$ cat src/rtl/mem_writer_if.sv
// Bundles the control, byte-stream and memory write-port signals of mem_writer.
// The master side drives requests and stream words; the slave side is the writer itself.
interface mem_writer_if #(
    parameter int ADDR_WIDTH = 16,
    parameter int DATA_WIDTH = 8
);
    logic                  start;
    logic [ADDR_WIDTH-1:0] base_addr;
    logic [ADDR_WIDTH:0]   len;
    logic                  abort;
    logic                  s_valid;
    logic [DATA_WIDTH-1:0] s_data;
    logic                  s_ready;
    logic                  w_en;
    logic [ADDR_WIDTH-1:0] w_addr;
    logic [DATA_WIDTH-1:0] w_data;
    logic                  busy;
    logic                  done;
    logic [ADDR_WIDTH:0]   count;

    modport master (
        output start, base_addr, len, abort, s_valid, s_data,
        input  s_ready, w_en, w_addr, w_data, busy, done, count
    );

    modport slave (
        input  start, base_addr, len, abort, s_valid, s_data,
        output s_ready, w_en, w_addr, w_data, busy, done, count
    );
endinterface

$ cat src/rtl/mem_writer.sv
// Writes a counted burst of stream words to consecutive memory addresses.
// Every output is a register; a write appears one cycle after its handshake.
module mem_writer #(
    parameter int ADDR_WIDTH = 16,
    parameter int DATA_WIDTH = 8
) (
    input  logic        clk_i,
    input  logic        rst_ni,
    mem_writer_if.slave wr_if
);

    typedef enum logic [1:0] {
        IDLE,
        STREAM,
        DONE
    } state_t;

    localparam logic [ADDR_WIDTH-1:0] ADDR_ONE  = {{(ADDR_WIDTH-1){1'b0}}, 1'b1};
    localparam logic [ADDR_WIDTH:0]   COUNT_ONE = {{ADDR_WIDTH{1'b0}}, 1'b1};

    state_t                state_q, state_d;
    logic [ADDR_WIDTH-1:0] addr_q, addr_d;
    logic [ADDR_WIDTH:0]   len_q, len_d;
    logic [ADDR_WIDTH:0]   count_q, count_d;
    logic                  s_ready_q, s_ready_d;
    logic                  w_en_q, w_en_d;
    logic [ADDR_WIDTH-1:0] w_addr_q, w_addr_d;
    logic [DATA_WIDTH-1:0] w_data_q, w_data_d;
    logic                  busy_q, busy_d;
    logic                  done_q, done_d;
    logic                  handshake;
    logic [ADDR_WIDTH:0]   count_inc;

    assign handshake = wr_if.s_valid && s_ready_q;
    assign count_inc = count_q + COUNT_ONE;

    always_ff @(posedge clk_i) begin
        if (!rst_ni) begin
            state_q   <= IDLE;
            addr_q    <= '0;
            len_q     <= '0;
            count_q   <= '0;
            s_ready_q <= 1'b0;
            w_en_q    <= 1'b0;
            w_addr_q  <= '0;
            w_data_q  <= '0;
            busy_q    <= 1'b0;
            done_q    <= 1'b0;
        end else begin
            state_q   <= state_d;
            addr_q    <= addr_d;
            len_q     <= len_d;
            count_q   <= count_d;
            s_ready_q <= s_ready_d;
            w_en_q    <= w_en_d;
            w_addr_q  <= w_addr_d;
            w_data_q  <= w_data_d;
            busy_q    <= busy_d;
            done_q    <= done_d;
        end
    end

    // Output registers are loaded from next-state values so they line up with state_q.
    always_comb begin
        state_d   = state_q;
        addr_d    = addr_q;
        len_d     = len_q;
        count_d   = count_q;
        s_ready_d = 1'b0;
        w_en_d    = 1'b0;
        w_addr_d  = w_addr_q;
        w_data_d  = w_data_q;
        done_d    = 1'b0;

        unique case (state_q)
            IDLE: begin
                if (wr_if.start && !wr_if.abort) begin
                    addr_d  = wr_if.base_addr;
                    len_d   = wr_if.len;
                    count_d = '0;
                    if (wr_if.len != '0) begin
                        state_d   = STREAM;
                        s_ready_d = 1'b1;
                    end else begin
                        state_d = DONE;
                        done_d  = 1'b1;
                    end
                end
            end
            STREAM: begin
                s_ready_d = 1'b1;
                if (handshake) begin
                    w_en_d   = 1'b1;
                    w_addr_d = addr_q;
                    w_data_d = wr_if.s_data;
                    addr_d   = addr_q + ADDR_ONE;
                    count_d  = count_inc;
                    if (count_inc == len_q) begin
                        state_d   = DONE;
                        s_ready_d = 1'b0;
                        done_d    = 1'b1;
                    end
                end
                // A same-cycle word is still written; abort only cancels what follows.
                if (wr_if.abort) begin
                    state_d   = IDLE;
                    s_ready_d = 1'b0;
                    done_d    = 1'b0;
                end
            end
            DONE: begin
                state_d = IDLE;
            end
            default: begin
                state_d = IDLE;
            end
        endcase

        busy_d = (state_d != IDLE);
    end

    assign wr_if.s_ready = s_ready_q;
    assign wr_if.w_en    = w_en_q;
    assign wr_if.w_addr  = w_addr_q;
    assign wr_if.w_data  = w_data_q;
    assign wr_if.busy    = busy_q;
    assign wr_if.done    = done_q;
    assign wr_if.count   = count_q;

endmodule

$ cat src/flat_wrapper.sv
// flat-port wrapper written by rule: the top's interface ports become plain ports
module mem_writer_flat 
#(
    parameter int ADDR_WIDTH = 16,
    parameter int DATA_WIDTH = 8
)
  (clk_i, rst_ni, wr_if_start, wr_if_base_addr, wr_if_len, wr_if_abort, wr_if_s_valid, wr_if_s_data, wr_if_s_ready, wr_if_w_en, wr_if_w_addr, wr_if_w_data, wr_if_busy, wr_if_done, wr_if_count);
  mem_writer_if #(.ADDR_WIDTH(ADDR_WIDTH), .DATA_WIDTH(DATA_WIDTH)) wr_if_i ();
  input  logic clk_i;
  input  logic rst_ni;
  input wire logic [$bits(wr_if_i.start)-1:0] wr_if_start;
  input wire logic [$bits(wr_if_i.base_addr)-1:0] wr_if_base_addr;
  input wire logic [$bits(wr_if_i.len)-1:0] wr_if_len;
  input wire logic [$bits(wr_if_i.abort)-1:0] wr_if_abort;
  input wire logic [$bits(wr_if_i.s_valid)-1:0] wr_if_s_valid;
  input wire logic [$bits(wr_if_i.s_data)-1:0] wr_if_s_data;
  output wire logic [$bits(wr_if_i.s_ready)-1:0] wr_if_s_ready;
  output wire logic [$bits(wr_if_i.w_en)-1:0] wr_if_w_en;
  output wire logic [$bits(wr_if_i.w_addr)-1:0] wr_if_w_addr;
  output wire logic [$bits(wr_if_i.w_data)-1:0] wr_if_w_data;
  output wire logic [$bits(wr_if_i.busy)-1:0] wr_if_busy;
  output wire logic [$bits(wr_if_i.done)-1:0] wr_if_done;
  output wire logic [$bits(wr_if_i.count)-1:0] wr_if_count;
  assign wr_if_i.start = wr_if_start;
  assign wr_if_i.base_addr = wr_if_base_addr;
  assign wr_if_i.len = wr_if_len;
  assign wr_if_i.abort = wr_if_abort;
  assign wr_if_i.s_valid = wr_if_s_valid;
  assign wr_if_i.s_data = wr_if_s_data;
  assign wr_if_s_ready = wr_if_i.s_ready;
  assign wr_if_w_en = wr_if_i.w_en;
  assign wr_if_w_addr = wr_if_i.w_addr;
  assign wr_if_w_data = wr_if_i.w_data;
  assign wr_if_busy = wr_if_i.busy;
  assign wr_if_done = wr_if_i.done;
  assign wr_if_count = wr_if_i.count;
  mem_writer #(.ADDR_WIDTH(ADDR_WIDTH), .DATA_WIDTH(DATA_WIDTH)) u_core (.clk_i(clk_i), .rst_ni(rst_ni), .wr_if(wr_if_i));
endmodule
$ cat config.mk
export PLATFORM = sky130hd
export DESIGN_NAME = mem_writer_flat
export DESIGN_NICKNAME = d
export VERILOG_FILES = /design/src/rtl/mem_writer_if.sv /design/src/rtl/mem_writer.sv /design/src/flat_wrapper.sv
export SDC_FILE = /design/constraint.sdc
export NUM_CORES = 1
export LEC_CHECK = 0
export CAP_MARGIN = 5
export CORE_ASPECT_RATIO = 0.8
export CORE_MARGIN = 5
export CORE_UTILIZATION = 55
export CTS_BUF_LIST = sky130_fd_sc_hd__clkbuf_2
export DETAILED_ROUTE_END_ITERATION = 10
export PLACE_DENSITY_LB_ADDON = 0.2
export RECOVER_POWER = 50
export SKIP_LAST_GASP = 1
export SLEW_MARGIN = 20
export SYNTH_ARGS = -nofsm -noshare
export SYNTH_HDL_FRONTEND = slang
export SYNTH_SLANG_ARGS = --single-unit
$ cat constraint.sdc
create_clock -name clk_i -period 4.82 [get_ports clk_i]
set_clock_uncertainty 0.1 [all_clocks]
set_input_delay 1.205 -clock clk_i [delete_from_list [all_inputs] [get_ports clk_i]]
set_output_delay 1.205 -clock clk_i [all_outputs]
set_load 0.1 [all_outputs]
## Yosys cells after proc, flatten, opt, wreduce, memory -nomap -nowiden

Index checks and enable logic that the tools add are counted.

| word-level totals | value |
|---|---|
| register bits | 80 |
| latch bits | 0 |
| bits in writable memories | 0 |
| memory bits (read-only) | 0 |
| input bits | 46 |
| memories kept | 0 |

| cells by class | value |
|---|---|
| add/subtract/negate cells | 2 |
| multiply operators | 0 |
| divide/modulo/power cells | 0 |
| $lt $le $gt $ge | 0 |
| eq/ne operators | 4 |
| shift operators | 0 |
| muxes and demuxes | 25 |
| bitwise logic cells | 0 |
| reductions and logical operators | 11 |

Operators with widths:

| cell | count |
|---|---|
| $mux 17 | 2 |
| $pmux 17 s2 | 1 |
| $mux 16 | 2 |
| $pmux 16 s2 | 1 |
| $add 17x1->17 const B | 1 |
| $eq 17x17->1 | 1 |
| $reduce_bool 17->1 | 1 |
| $add 16x1->16 const B | 1 |
| $mux 1 | 11 |
| $mux 2 | 5 |
| $reduce_and 2->1 | 3 |
| $ne 2x1->1 const B | 2 |
| $pmux 1 s2 | 2 |
| $pmux 2 s2 | 1 |
| $reduce_bool 2->1 | 2 |
| $reduce_and 3->1 | 1 |
| $eq 2x1->1 const B | 1 |
| $logic_and 1x1->1 | 2 |
| $logic_not 2->1 | 1 |
| $logic_not 1->1 | 1 |

## Depth between registers and ports, before layout

| depth | value |
|---|---|
| depth after elaboration | 7 |
| gate-level depth with buffers | 8 |
| mapped depth without buffers | 7 |

## Least setup slack after synthesis

Ideal clock, no wire load.

| path | value |
|---|---|
| kind | register to register |
| start point | register u_core.count_q[0], in the netlist u_core.wr_if.count[0] |
| end point | register u_core.state_q[1] |
| setup time | 0.068 ns |
| arrival time | 3.003 ns |
| required time | 4.652 ns |
| path slack | 1.649 ns |
| stages on the path, launching flop included | 8 |
| cells stage by stage | dfxtp_1 -> ha_1 -> nand3_2 -> nor4_1 -> xnor2_1 -> o2111ai_1 -> or4_4 -> o21ai_2 |

| between the ends | value |
|---|---|
| cells in the longest elaborated chain, start to end | 6 |

RTL lines:

| what | line | RTL |
|---|---|---|
| start, declared | mem_writer.sv:24 | `logic [ADDR_WIDTH:0] count_q, count_d;` |
| start signal, assigned | mem_writer.sv:53 | `count_q <= count_d;` |
| $add 17x1->17 | mem_writer.sv:35 | `assign count_inc = count_q + COUNT_ONE;` |
| $eq 17x17->1 | mem_writer.sv:98 | `if (count_inc == len_q) begin` |
| $mux 2 | mem_writer.sv:98 |  |
| $mux 2 | mem_writer.sv:92 | `if (handshake) begin` |
| $mux 2 | mem_writer.sv:105 | `if (wr_if.abort) begin` |
| $pmux 2 s2 | mem_writer.sv:75 | `unique case (state_q)` |
| end signal, assigned | mem_writer.sv:50 | `state_q <= state_d;` |
| end, declared | mem_writer.sv:21 | `state_t state_q, state_d;` |

Every way passes these cells.
A chain may end at the register's enable or synchronous reset.

## Final worst setup path

| path | value |
|---|---|
| start point | register u_core.count_q[8], in the netlist u_core.wr_if.count[8] |
| end point | output port wr_if_count[8] |

RTL lines:

| what | line | RTL |
|---|---|---|
| end, declared | flat_wrapper.sv:23 | `output wire logic [$bits(wr_if_i.count)-1:0] wr_if_count;` |

No word-level cell between the ends.

==> key figures <==
Status
  • Status: finished with violations
  • Failing checks: capacitance limit, slew limit

Power
  • Peak supply drop: 171.9 uV
  • Leak Pwr: 1.744 nW
  • Pwr dens: 263.1 nW/um^2
  • Sw frac: 26.08%
  • Part of the power in registers: 52.8%
  • Switching pwr: 0.0003455 W
  • Clk pwr share: 35.7%
  • Comb power frac: 11.5%
  • Internal power: 0.0009790 W

Die
  • IO Pins: 91
  • Initial core utilization: 56.73%
  • Core box area: 6925 um^2
  • Die width: 104.5 um
  • Die area: 8944 um^2
  • Num rows: 27
  • Die height: 85.60 um

Setup path
  • Sum of buffers and inverters on the critical path: 1
  • CP Class: flop to output port
  • Data required, critical path: 3510 ps
  • CP Cell Sequence: clkdlybuf4s50_1
  • Top delay family on crit path: buffers and inverters
  • Crit end category: output port
  • Worst r2r path cells: 7
  • Crit path DAT: 2400 ps
  • Critical Path Start Type: flop
  • Slowest cell on the critical path: clkdlybuf4s50_1
  • Crit path depth: 1
  • Crit-path max cell delay: 1230 ps
  • CP Max Fanout: 13

Synth
  • Mux cell area share after synthesis: 0.7962%
  • Sequential area share after synthesis: 40.76%
  • Async set or reset register ratio after synthesis: 0%
  • EDFF count, synth: 0
  • Combinational family with the most area after synthesis: simple AND/OR/NAND/NOR gates
  • Syn Inst Count: 519
  • Ys flop type: dfxtp_1
  • Syn Area/Cell: 7.570 um^2
  • Synth Area in Simple Gates: 27.71%
  • Synth Cell Area: 3929 um^2
  • Synth Area in Compound Gates: 20.92%
  • Synth warnings: 0
  • Syn_nets: 567
  • #FFs+latches synth: 80
  • Post-synthesis cell type count: 55
  • Post-synthesis adder-cell area fraction: 0.6369%
  • Post-synthesis xor/xnor area fraction: 5.350%

Timing
  • Setup TNS: 0 ps
  • Final Slew Violations: 51
  • Hold slack: 367.2 ps
  • Fin crit share: 76.97%
  • Fin crit period: 3710 ps
  • RSZ-0062 raised after global routing: no
  • Setup violators final: 0
  • Least-Margin Pin Slew: 1546 ps
  • Max_slew headroom: -3.150%
  • Fin. Hold Viols: 0
  • Max Freq: 0.2695 GHz

Drt
  • DRT Pass-1 Iters: 5
  • Routed wl met3: 1122 um
  • Post-route ant nets: 0
  • DRC Markers: 0
  • Met2 WL post-DR: 5119 um
  • Met1 wire length: 4747 um
  • Initial DRC Count: 406
  • Top Metal Used: met4
  • Vias: 4,130
  • Final WL: 11,110 um
  • Via/cell ratio: 6.012
  • WL/cell: 16.17 um

Layout
  • Antenna diodes: 0
  • Final #Nets: 643
  • Share of cells above drive strength 1: 5.500%
  • Cell Count, Final, Fillers Out: 687
  • Post-Route Utilization: 72.70%
  • Layout area overhead: 28.15%

Global routing
  • Initial antenna violation count: 0
  • Vias in the first global route: 3,818
  • Largest net degree at the start of global routing: 51
  • Global route overflow: 0
  • Wire length of the first global-routing pass: 18,040 um
  • Total Routing Usage GR: 24.37%

Clocking
  • Worst skew pair latency: 540 ps
  • TritonCTS Buffers: 9
  • Clk buf depth: 2
  • Worst-path clk slew: 210 ps
  • Clock sinks: 80
  • Setup repair bufs after CTS: 0
  • Clock root buffer: clkbuf_2
  • CTS tree: built
  • H-tree depth: 3
  • Hold_buf cts: 0
  • Post-CTS Resized: 0

Placed design
  • Hpwl dp: 7861 um
  • Placer Congestion: 0.9146
  • Number of I/O port buffers: 90
  • Placed Cells: 671

Min path
  • Hold WC Path Type: flop to flop
  • Worst Hold Depth: 2

Job
  • MaxCap Viol Count: 1
## power groups by stage
| stage | Combinational (W) | Clock [W] | Sequential [W] |
|---|---|---|---|
| 6_report | 0.000152 | 0.000473 | 0.000700 |
| 5_1_grt | 0.000166 | 0.000504 | 0.000702 |
| 4_1_cts | 0.000152 | 0.000480 | 0.000699 |
| 3_5_place_dp | 0.000151 | 0 | 0.000712 |
| 3_3_place_gp | 0.000148 | 0 | 0.000711 |
| 2_1_floorplan | 0.0000768 | 0 | 0.000718 |
## path summary, 6_finish.rpt
kind / startpoint / end / slack [ps]
worst max-delay path: u_core.wr_if.count[8] / wr_if_count[8] / 1110
worst min-delay path: u_core.wr_if.w_data[0] / u_core.wr_if.w_data[0] / 370
worst max register to register: u_core.state_q[0] / u_core.wr_if.count[13] / 1660
worst min register to register: u_core.wr_if.w_data[0] / u_core.wr_if.w_data[0] / 370
## per-layer routing
metal  vias to the layer above  GRT usage (%)
li1                       1980              -
met1                      1933          31.85
met2                       200          39.33
met3                        17          7.223
met4                         0          6.824
met5                         -              0
## worst min-delay path, delay by kind of cell, from the launching register on
| kind | cells | cell delay [ps] |
|---|---|---|
| flip-flops | 1 | 360 |
| AND/OR/NAND/NOR | 1 | 50 |
| AO/OA/AOI/OAI | 1 | 50 |
## registers in the layout, summed over array words and instances (netlist names)
| name | flops |
|---|---|
| u_core.wr_if.count | 17 |
| u_core.wr_if.w_addr | 16 |
| u_core.addr_q | 16 |
| u_core.wr_if.done | 1 |
| u_core.len_q | 17 |
| u_core.wr_if.w_en | 1 |
| u_core.wr_if.w_data | 8 |
| u_core.wr_if.s_ready | 1 |
| u_core.state_q | 2 |
| u_core.wr_if.busy | 1 |
## cell type report
type	count	area, um^2
Multi-Input combinational cell	400	2183
Fill cell	578	1891
Sequential cell	80	1602
Inverter	5	18.77
Clock buffer	10	50.05
Timing Repair Buffer	99	957.2
Tap cell	87	108.9
Clock inverter	6	115.1
## metrics by stage
| stage | total power [W] | setup WS [ps] | instance area [um^2] |
|---|---|---|---|
| floorplan | 0.0007952 | 1649 | 3929 |
| global placement | 0.0008586 | 1467 | 4883 |
| detailed placement | 0.0008624 | 1396 | 4883 |
| CTS | 0.001331 | 1101 | 5049 |
| global route | 0.001372 | 890.7 | 5035 |
| finish | 0.001325 | 1110 | 5035 |
## logic make-up after synthesis
| logic type | after synthesis |
|---|---|
| flip-flops | 80 |
| multiplexers | 3 |
| adder cells (fa/ha/maj) | 2 |
| AND/OR/NAND/NOR | 231 |
| AO/OA/AOI/OAI | 140 |
| XOR/XNOR | 24 |
| buffers and inverters | 39 |
## cells in the final DEF, fill, tap and decap left out, types with 2 or more instances in the layout
cell type          n
nand3b_1           3
a311oi_1           2
nor2_1            48
and2_1             2
o21ai_2            2
clkbuf_2          10
or3_1              3
o211ai_1           2
dfxtp_1           80
inv_1              5
ha_1               2
o221a_2            2
o31ai_1            2
a21oi_1           79
clkdlybuf4s50_1   89
xor2_1             7
o21ai_0           24
nand2_1          105
or4_4              2
nand3_1           17
nor2b_1            4
o32ai_1            3
xnor2_1           17
buf_4              6
mux2i_1            2
inv_6              2
nor4_1            10
nor3_1             9
nand4_1            9
and3_1             5
nor3b_1            2
clkbuf_1           3
bufinv_16          3
nand2b_1           5
a22oi_1            4
a2bb2oi_1          2
o22ai_1            2
a31oi_1            5
## synth_stat cells, types with 2 or more instances
cell / count / share of area [%]
a21oi_1: 79 / 10
a22oi_1: 4 / 0.76
a2bb2oi_1: 2 / 0.45
a311oi_1: 2 / 0.45
a31oi_1: 5 / 0.80
and2_1: 2 / 0.32
and3_1: 5 / 0.80
buf_2: 3 / 0.38
clkbuf_1: 30 / 2.9
dfxtp_1: 80 / 41
ha_1: 2 / 0.64
inv_1: 4 / 0.38
mux2i_1: 2 / 0.51
nand2_1: 105 / 10
nand2b_1: 5 / 0.80
nand3_1: 17 / 2.2
nand3b_1: 3 / 0.57
nand4_1: 9 / 1.4
nor2_1: 48 / 4.6
nor2b_1: 4 / 0.64
nor3_1: 9 / 1.1
nor3b_1: 2 / 0.38
nor4_1: 10 / 1.6
o211ai_1: 2 / 0.38
o21ai_0: 24 / 3.1
o21ai_2: 2 / 0.45
o221a_2: 2 / 0.57
o22ai_1: 2 / 0.32
o31ai_1: 2 / 0.38
o32ai_1: 3 / 0.67
or3_1: 3 / 0.48
or4_4: 2 / 0.57
xnor2_1: 17 / 3.8
xor2_1: 7 / 1.6
No activity file was read; power rests on OpenSTA's default activity.
==> RTL edit 1: new RTL, same flow settings <==
`ADDR_WIDTH` is set to 16 in 3 places; all go to 18.
--- a/src/rtl/mem_writer_if.sv
+++ b/src/rtl/mem_writer_if.sv
@@ -2,5 +2,5 @@
 // The master side drives requests and stream words; the slave side is the writer itself.
 interface mem_writer_if #(
-    parameter int ADDR_WIDTH = 16,
+    parameter int ADDR_WIDTH = 18,
     parameter int DATA_WIDTH = 8
 );
--- a/src/rtl/mem_writer.sv
+++ b/src/rtl/mem_writer.sv
@@ -2,5 +2,5 @@
 // Every output is a register; a write appears one cycle after its handshake.
 module mem_writer #(
-    parameter int ADDR_WIDTH = 16,
+    parameter int ADDR_WIDTH = 18,
     parameter int DATA_WIDTH = 8
 ) (
--- a/src/flat_wrapper.sv
+++ b/src/flat_wrapper.sv
@@ -2,5 +2,5 @@
 module mem_writer_flat 
 #(
-    parameter int ADDR_WIDTH = 16,
+    parameter int ADDR_WIDTH = 18,
     parameter int DATA_WIDTH = 8
 )
Ports: changed (resized wr_if_base_addr, wr_if_count, wr_if_len and wr_if_w_addr); port bits go from 91 to 99. The function was not compared with the original's and may differ.
==> RTL edit 1 against the original RTL <==
- the flow still finishes with violations (max-capacitance violations, max-slew violations)
- routed wire length rose by 7.3%
- global-route usage rose by 0.78 points
- sequential cell count rose by 8
- highest routed layer unchanged
- design area rose by 8.1%
- power fell by 1.8%
- synthesized cell count rose by 12%
- worst setup slack improved by 0.0063 ns
- critical endpoint is now wr_if_count[4]
- area after synthesis rose by 10%
- register-to-register slack improved by 0.04 ns
- core utilization fell by 0.48 points
==> RTL edit 1: results (changes against the original RTL) <==
status: "finished, violations left"
violations: "max-capacitance violations, max-slew violations"
placed_cells: 747  # +11%
drive_above_1_share_pct: 4.559  # -0.94 points
utilization_pct: 72.23  # -0.48 points
synthCells: 580  # +12%
synth.cells.most_frequent: "nand2_1, dfxtp_1, a21oi_1"
wl_per_cell_um: 15.63  # -3.4%
slew_viol_final: 31  # -39%
max_cap_viol_count: 1  # unchanged
synth_cell_type_count: 52  # -5.5%
dr.pass1.iters: 4  # -1
cts_num_sinks: 88  # +10%
vias: 4472  # +8.3%
fillCellCount: 655  # +13%
seq_area_share_pct: 32.38  # +0.57 points
preCtsSetupSlack_ns: 1.091  # -0.3044 ns
buf_share_pct: 19.00  # about the same
drt_iter0_markers: 337  # -17%
fin_nets: 705  # +9.6%
port_buffers: 98  # +8.9%
ir_drop_mv: 0.1626  # -5.4%
nNonClkInverters: 1  # -4
place_area_um2: 5334  # +9.2%
place.gp.congestion: 0.8693  # -5.0%
synth_seq_area_share_pct: 40.75  # about the same
p_leak_nw: 1.895  # +8.7%
clkCellAreaFrac_pct: 2.001  # -1.3 points
RTL edit 1: cell types whose count changed after synthesis, moves of 4 or more:
cell | unedited run | this run
nand2_1 | 105 | 122
a21oi_1 | 79 | 87
dfxtp_1 | 80 | 88
clkbuf_1 | 30 | 37
and2_1 | 2 | 7
o21ai_0 | 24 | 29
and4_1 | 1 | 5
RTL edit 1: per-layer routing:
metal | track usage (%) | vias up | share of wire, %
li1 | - | 2185 | -
met5 | 0 | - | 0
met4 | 7.110 | 0 | 1.8
met3 | 7.365 | 25 | 8.8
met1 | 33.68 | 2064 | 43
met2 | 39.80 | 198 | 46
RTL edit 1: path summary, 6_finish.rpt:
path | slack [ns] | end | cells past startpoint | startpoint
hold reg to reg | 0.37 | u_core.wr_if.w_addr[3] | 2 | u_core.wr_if.w_addr[3]
setup reg to reg | 1.70 | u_core.addr_q[13] | 7 | u_core.state_q[0]
setup / recovery | 1.12 | wr_if_count[4] | 1 | u_core.wr_if.count[4]
hold / removal | 0.37 | u_core.wr_if.w_addr[3] | 2 | u_core.wr_if.w_addr[3]
RTL edit 1: power by group through the flow:
stage | combinational, mW | sequential [mW] | clock (mW)
6_report | 0.159 | 0.768 | 0.373
5_1_grt | 0.173 | 0.772 | 0.419
4_1_cts | 0.159 | 0.767 | 0.380
3_5_place_dp | 0.158 | 0.781 | 0
3_3_place_gp | 0.154 | 0.780 | 0
2_1_floorplan | 0.0807 | 0.787 | 0
RTL edit 1: cell families after synthesis:
kind of cell               after synthesis  synth area share [%]
and+or+nand+nor                        262                 28.48
adders and majority gates                2                0.5788
muxes                                    4                0.9841
buffers and inverters                   44                 3.965
xor gates and xnor gates                24                 4.862
AOI/OAI and AO/OA                      156                 20.38
DFF                                     88                 40.75
==> RTL edit 2: new RTL, same flow settings <==
Made on the original files. Encoding of `state_t`: now one-hot (3 bits for 3 states).
--- a/src/rtl/mem_writer.sv
+++ b/src/rtl/mem_writer.sv
@@ -10,8 +10,8 @@
 );
 
-    typedef enum logic [1:0] {
-        IDLE,
-        STREAM,
-        DONE
+    typedef enum logic [2:0] {
+        IDLE   = 3'b001,
+        STREAM = 3'b010,
+        DONE   = 3'b100
     } state_t;
 
Check against the original RTL: same outputs for any inputs over 10 cycles, from zero or initial values and one cycle with rst_ni low; not proved beyond that.
==> RTL edit 2 against the original RTL <==
- the run still ends with max-capacitance violations, max-slew violations left
- worst setup slack better by 0.072 ns
- global-route usage fell by 0.070 points
- design area shrank 0.32%
- via count decreased by 1.1%
- synthesized cell count rose by 1.2%
- sequential power increased by 0.7%
- non-clock buffer count down 3
- area after synthesis increased by 0.67%
- worst hold slack gained 0.0021 ns
- power shrank 5.5%
- sequential cell count up 1
- routed wire length is 0.14% lower
==> RTL edit 2: results (changes against the original RTL) <==
preCtsSetupSlack_ns: 1.401  # +0.004700 ns
hold-path-endpoint: "u_core.wr_if.w_data[2]"
grt_pass1_wl_mm: 18.15  # +0.62%
place_area_um2: 4872  # -0.23%
violations: "max-capacitance violations, max-slew violations"
p_leak_nw: 1.714  # -1.7%
crit_end: "u_core.wr_if.w_addr[14]"
status: "finished, violations left"
synthesis.nets: 573  # +1.1%
synth.cells.most_frequent: "nand2_1, dfxtp_1, a21oi_1"
critPathLaunch: "wr_if_s_valid"
synth_seq_area_share_pct: 41.00  # +0.24 points
max_clock_freq_mhz: 274.9  # +2.0%
vias: 4085  # -1.1%
ys_top_cells_by_area: "dfxtp_1, nand2_1, a21oi_1"
crit_fanout: 22  # +9
slew-limit-headroom_pct: -1.659  # +1.5 points
hp-start: "u_core.wr_if.w_data[2]"
m1WireLength_mm: 5.162  # +8.7%
drive_above_1_share_pct: 4.967  # -0.53 points
synth_cell_type_count: 50  # -9.1%
track_usage_pct: 24.30  # -0.070 points
fin_nets: 647  # +0.62%
r2r_slack_ns: 1.59  # -0.07 ns
grt_max_degree: 65  # +27%
wl_per_cell_um: 16.05  # -0.72%
first_global_vias: 3735  # -2.2%
clkTransAtPathRegs_ns: 0.22
slew_viol_final: 23  # -55%
cp_slowest_stage_delay_ns: 1.14  # -0.09 ns
place.gp.congestion: 0.8625  # -5.7%
r2r_start: "u_core.state_q[1]"
max_cap_viol_count: 1  # unchanged
drt_iter0_markers: 335  # -17%
ir_drop_mv: 0.1675  # -2.5%
arrival_ns: 4.01  # +1.61 ns
dr_wl_met2_mm: 4.956  # -3.2%
p_int_mw: 0.9232  # -5.7%
[RTL edit 2: cell count changes in the layout (fill, tap and decap cells not counted), moves of 3 or more]
cell	unedited run	this run
a21oi_1	79	70
nand2_1	105	115
and3_1	5	9
o21a_1	0	4
and4_1	1	4
a21boi_0	1	7
a211oi_1	1	5
nor4_1	10	6
buf_4	6	3
o22ai_1	2	5
[RTL edit 2: per-stage QoR]
step / instances / hold slack [ns]
after floorplan: 525 / 0.3420
after global placement: 674 / 0.3423
after detailed placement: 674 / 0.3465
after CTS: 690 / 0.3711
after global routing: 691 / 0.3877
final: 691 / 0.3693
[RTL edit 2: cell type report]
class / instances / area, um^2
clock inverters: 7 / 93.84
fillers: 568 / 1907
repair buffers: 96 / 942.2
well taps: 87 / 108.9
inverters: 4 / 16.27
clock buffers: 9 / 45.04
flip-flops and latches: 81 / 1622
multi-input cells: 407 / 2191
[RTL edit 2: cell families (layout without fill, tap and decap cells)]
logic type      Yosys count  count (layout)  synth area share, %
compound gates          137             137                20.22
xor+xnor                 24              24                5.315
fa+ha+maj                 2               2               0.6326
flops                    81              81                41.00
mux                       1               1               0.2847
buf+inv                  37             116                4.049
simple gates            243             243                28.50
[RTL edit 2: power groups by stage]
stage	Sequential (mW)	Combinational, mW	Clock [mW]
3_3_place_gp	0.716	0.127	0
4_1_cts	0.704	0.131	0.419
3_5_place_dp	0.717	0.130	0
2_1_floorplan	0.717	0.0676	0
6_report	0.705	0.131	0.416
5_1_grt	0.707	0.143	0.452
[RTL edit 2: routing by layer]
layer  track usage, %  vias to the layer above
li1                 -                     1976
met1            34.34                     1925
met2            37.31                      174
met3            6.546                       10
met4            5.343                        0
met5                0                        -
[RTL edit 2: critical path: cells and delay by family]
family / cells / cell delay [ns]
simple gates: 3 / 1.37
buf+inv: 2 / 1.25
compound gates: 1 / 0.18
